--- src/rtl/truth_table_reader.sv ---
// Truth-table reader: steps {x,y,z} through 000..111, lets the
// function under test settle, captures s per index and reports the mask.
module truth_table_reader #(
    parameter int unsigned SETTLE = 1
) (
    input  logic       clk,
    input  logic       rst_n,
    input  logic       start,
    input  logic       s,
    output logic       x,
    output logic       y,
    output logic       z,
    output logic       busy,
    output logic       done,
    output logic [7:0] minterms,
    output logic [3:0] count,
    output logic       is_zero,
    output logic       is_one
);

    localparam logic [3:0] LP_SETTLE = 4'(SETTLE);

    typedef enum logic [1:0] {
        S_IDLE,
        S_SETTLE,
        S_CAPTURE,
        S_FINISH
    } state_t;

    state_t     r_state;
    logic [2:0] r_idx;
    logic [2:0] r_xyz;
    logic [3:0] r_cnt;
    logic [7:0] r_shadow;
    logic [7:0] r_minterms;
    logic [3:0] r_count;
    logic       r_busy;
    logic       r_done;
    logic       r_is_zero;
    logic       r_is_one;
    logic [3:0] w_pop;

    assign x        = r_xyz[2];
    assign y        = r_xyz[1];
    assign z        = r_xyz[0];
    assign busy     = r_busy;
    assign done     = r_done;
    assign minterms = r_minterms;
    assign count    = r_count;
    assign is_zero  = r_is_zero;
    assign is_one   = r_is_one;

    // Number of ones in the mask collected during the current sweep
    always_comb begin
        w_pop = 4'd0;
        for (int i = 0; i < 8; i++) begin
            w_pop = w_pop + {3'b000, r_shadow[i]};
        end
    end

    // Sweep FSM: settle each index, capture s, publish results once at the end
    always_ff @(posedge clk or negedge rst_n) begin
        if (!rst_n) begin
            r_state    <= S_IDLE;
            r_idx      <= 3'd0;
            r_xyz      <= 3'd0;
            r_cnt      <= 4'd0;
            r_shadow   <= 8'h00;
            r_minterms <= 8'h00;
            r_count    <= 4'd0;
            r_busy     <= 1'b0;
            r_done     <= 1'b0;
            r_is_zero  <= 1'b1;
            r_is_one   <= 1'b0;
        end else begin
            r_done <= 1'b0;
            unique case (r_state)
                S_IDLE: begin
                    r_xyz <= 3'd0;
                    if (start) begin
                        r_idx   <= 3'd0;
                        r_cnt   <= LP_SETTLE;
                        r_busy  <= 1'b1;
                        r_state <= S_SETTLE;
                    end
                end
                S_SETTLE: begin
                    if (r_cnt <= 4'd1) begin
                        r_state <= S_CAPTURE;
                    end else begin
                        r_cnt <= r_cnt - 4'd1;
                    end
                end
                S_CAPTURE: begin
                    r_shadow[r_idx] <= s;
                    if (r_idx != 3'd7) begin
                        r_idx   <= r_idx + 3'd1;
                        r_xyz   <= r_idx + 3'd1;
                        r_cnt   <= LP_SETTLE;
                        r_state <= S_SETTLE;
                    end else begin
                        r_xyz   <= 3'd0;
                        r_state <= S_FINISH;
                    end
                end
                S_FINISH: begin
                    r_minterms <= r_shadow;
                    r_count    <= w_pop;
                    r_is_zero  <= (r_shadow == 8'h00);
                    r_is_one   <= (r_shadow == 8'hFF);
                    r_done     <= 1'b1;
                    r_busy     <= 1'b0;
                    r_idx      <= 3'd0;
                    r_state    <= S_IDLE;
                end
                default: begin
                    r_state <= S_IDLE;
                end
            endcase
        end
    end

endmodule

--- config.mk ---
export PLATFORM = sky130hd
export DESIGN_NAME = truth_table_reader
export DESIGN_NICKNAME = d
export VERILOG_FILES = /design/src/rtl/truth_table_reader.sv
export SDC_FILE = /design/constraint.sdc
export NUM_CORES = 1
export LEC_CHECK = 0
export ABC_AREA = 1
export CAP_MARGIN = 20
export CORE_UTILIZATION = 40
export DETAILED_ROUTE_END_ITERATION = 12
export PLACE_DENSITY = 0.71
export SETUP_SLACK_MARGIN = 0.5
export SLEW_MARGIN = 10
export SYNTH_ARGS = -nofsm -noshare
export SYNTH_HDL_FRONTEND = slang
export SYNTH_SLANG_ARGS = --single-unit
--- constraint.sdc ---
create_clock -name clk -period 2.9 [get_ports clk]
set_input_delay 0.29 -clock clk [delete_from_list [all_inputs] [get_ports clk]]
set_output_delay 0.29 -clock clk [all_outputs]
set_load 0.03 [all_outputs]
==> impl_summary.md <==
Power
In this run switching power makes up 42.96% of total power. The share of total power dissipated in the clock network is 15.0%. The share of total power dissipated in sequential elements is 32.3%.

The design draws 2.459 mW. The worst ir drop on vdd is 0.4328 mV. The power density normalized to cell area is 1136 nW/µm².

The total net switching power is 1.056 mW. In this run the static leakage power is 1.074 nW. Combinational logic is responsible for 52.7% of the overall power. Cell internal power was estimated by the tool at 1.402 mW.

Setup path
The maximum fanout count along the critical path is 2. Data on the critical path arrives at its endpoint at 3090 ps. The worst setup path is captured at a flop.

The endpoint required time on the critical path is 3110 ps. The signal on the critical path passes through fa_1 > inv_1 > fa_1 > fa_2 > inv_2 > ha_4 > inv_2 > fa_2 > o21ai_2. The critical register-to-register path startpoint is r_shadow[3]. STA classifies the critical path startpoint as a flop. The worst register-to-register path has a setup slack of 20 ps.

The slowest stage of the critical path belongs to the cell fa_1. The critical path starts at r_shadow[3]. The worst setup path is of the reg2reg kind. The delay of the slowest cell on the worst path is 550 ps.

Timing
The post-route fraction of the period consumed by the critical path is 99.16%. Measured against its own limit, the worst slew margin works out to 70.31%. The count of final hold-check violations is 0. Static timing analysis puts the maximum clock frequency at 347.7 MHz. The shortest period the worst path allows is 2876 ps. Across all hold checks on the routed design, the worst slack comes to 419.8 ps. For the pin with the worst max-slew slack, the measured transition is 445.3 ps. Clock skew on the completed layout was measured at 5.787 ps. Setup violations remaining at the end of the flow were counted as 0.

Setup repair after global routing could not meet its margin everywhere. The number of pins with negative max-slew slack in the final report was 0.

Synth
Counting every instance in the synthesized netlist gives 203. Sequential elements use 51.28% of the synthesized area. The flop and latch count out of synthesis is 36.

The Yosys warning count is 0. The cell area that synthesis handed to floorplanning was 1759 µm². The most common flop cell mapped by yosys is dfrtp_1.

Synthesis produced a netlist with a net count of 220. Yosys mapped the design onto 20 distinct sky130hd cell types. The number of synthesized flops with an enable pin is 0. For this run, asynchronously set or reset flops after synthesis account for 100.0%. The post-synthesis area per instance is 8.666 µm².

Layout
The antenna diode count is 0. Compared with the post-synthesis result, the final layout area differs by 23.04%. The fraction of final layout cells with drive strength greater than 1 is 9.442%. The final net count is 249. Counting the fill cells in the layout gives 397.

Min path
The type of the worst min-delay path is in2async.

Placement
The post-DP HPWL is 2235 µm. The count of input and output buffers is 22. Routability-driven placement finished with a final weighted congestion of 0.7945.

Status
The run finished with clean final reports.

GRT
The via count of the first global-routing pass is 1247. The initial antenna violation count is 0. The first-pass GRT wire length is 5244 µm.

Summed over all layers, the global routing overflow is 0. The largest net degree at the start of global routing is 37. The global-route usage over all layers is 15.65%.

Die
After floorplanning, the core was sized to cover 4115 µm². The standard-cell row count is 23. The number of ports placed on the die boundary is 23.

The die boundary width is 68.32 µm. The area enclosed by the die boundary is 4667 µm². The effective utilization at floorplan is 42.75%. Measured along the y axis, the die boundary spans 68.32 µm.

Clocking
CTS placed an instance of clkbuf_8 at the clock tree root. The number of buffers created by CTS is 5. Clock-pin slew was measured on the worst setup and hold paths at 70 ps. The clock reaches the later pin of the worst-skew pair after 290 ps. The clock net in this run drives a total of 36 sinks. TritonCTS built the clock tree.

The H-tree was split into 2 levels. The longest clock path from root to sink contains 2 buffers.

Drt
The detailed router finished its first iteration with 94 violations. The pre-antenna-repair detailed-routing pass consisted of 4 iterations. The via density per instance is 4.739. The routed wirelength normalized by instance count is 11.06 µm. The total number of vias is 1341. The wire length reported by the detailed router is 3129 µm. The number of nets with antenna violations after routing is 0. For this run, design rule violations remaining after detail routing come to 0.

Flow run
The tool flagged a number of max-cap violations equal to 0.
## metal layers
metal | wire [µm] | track usage, % | vias up
met1 | 1497 | 18.40 | 618
met4 | 54 | 7.031 | 0
met3 | 123 | 4.667 | 5
met5 | 0 | 0 | -
li1 | - | - | 693
met2 | 1454 | 26.10 | 25
## sequential cells by signal, indices dropped and copies added, names as in the netlist
name and flops:
busy 1, count 4, done 1, is_one 1, is_zero 1, minterms 8, r_cnt 4, r_idx 3
r_shadow 8, r_state 2, r_xyz 3
## stage by stage
stage          utilization, %  instances  TNS [ps]  area, µm²  setup slack [ps]
2_1_floorplan               -        203         0       1764             115.5
3_3_place_gp            49.56        273         0       2039             55.63
3_5_place_dp            49.56        273         0       2039             25.27
4_1_cts                 52.51        283         0       2161             3.385
5_1_grt                 52.60        283    -108.2       2165            -56.31
6_report                52.60        283         0       2165             24.22
## what timing repair did
action,CTS,global route
setup endpoints to repair,4,4
hold buffers,0,0
gates resized for setup,4,1
buffers inserted,2,0
pin swaps,2,0
## Yosys cell counts (2+ instances only)
master	count	share of area (%)
dfrtp_1	35	50
inv_1	27	5.8
inv_2	2	0.43
buf_2	3	0.85
ha_1	9	6.4
o21ai_0	20	5.7
nand3_1	11	3.1
nor2_1	14	3.0
nand2_1	64	14
a21oi_1	3	0.85
o31ai_1	2	0.85
nand2_2	2	0.71
fa_1	4	4.6
## layout make-up
class / instances / area, µm² / share of cell area (%)
flip-flops and latches: 36 / 902.1 / 41.68
clock buffers: 8 / 90.09 / 4.162
multi-input cells: 135 / 758.2 / 35.03
inverters: 29 / 108.9 / 5.029
well taps: 50 / 62.56 / 2.890
repair buffers: 25 / 242.7 / 11.21
## layout by cell type (no fill, tap or decap)
cell type / count
buf_4: 3
nor2_1: 14
clkdlybuf4s50_1: 22
a22o_1: 1
xnor2_1: 1
or2_0: 1
dfstp_2: 1
nor2_4: 1
inv_1: 25
fa_1: 2
clkbuf_8: 6
o21ai_0: 18
fa_2: 2
o21ai_2: 1
inv_2: 4
dfrtp_1: 35
nand3_1: 11
nand2_1: 64
xor2_1: 1
o21ai_1: 1
nand2_2: 2
ha_4: 1
clkbuf_1: 2
ha_1: 8
a21oi_2: 1
o31ai_1: 2
nand4_1: 1
a21oi_1: 2
## kinds of logic (layout without fill, tap and decap cells)
family	Yosys count	in the layout	synth area share (%)
buffers and inverters	32	62	7.041
flip-flops	36	36	51.28
XOR/XNOR	2	2	0.9959
AND/OR/NAND/NOR	94	94	21.84
adder cells (fa/ha/maj)	13	13	10.95
AO/OA/AOI/OAI	26	26	7.895
## path summary, 6_finish.rpt
kind,endpoint,depth (start not counted)
min,done,2
max,count[1],9
max reg2reg,count[1],9
min reg2reg,is_zero,2
max in group asynchronous,is_zero,2
min in group clk,is_zero,2
## worst max-delay path, delay by kind of cell (launching register included)
family	cells	cell delay, ps
compound gates	1	140
buf+inv	3	140
flops	1	400
fa+ha+maj	5	2120
## power groups by stage
| stage | combinational (mW) | sequential (mW) | clock, mW |
|---|---|---|---|
| final | 1.30 | 0.793 | 0.368 |
| after global routing | 1.49 | 0.817 | 0.400 |
| after global placement | 1.14 | 0.799 | 0 |
| after detailed placement | 1.16 | 0.806 | 0 |
| after CTS | 1.30 | 0.795 | 0.378 |
| after floorplan | 0.623 | 0.981 | 0 |
Note: power is estimated with default switching activity, not from simulation.
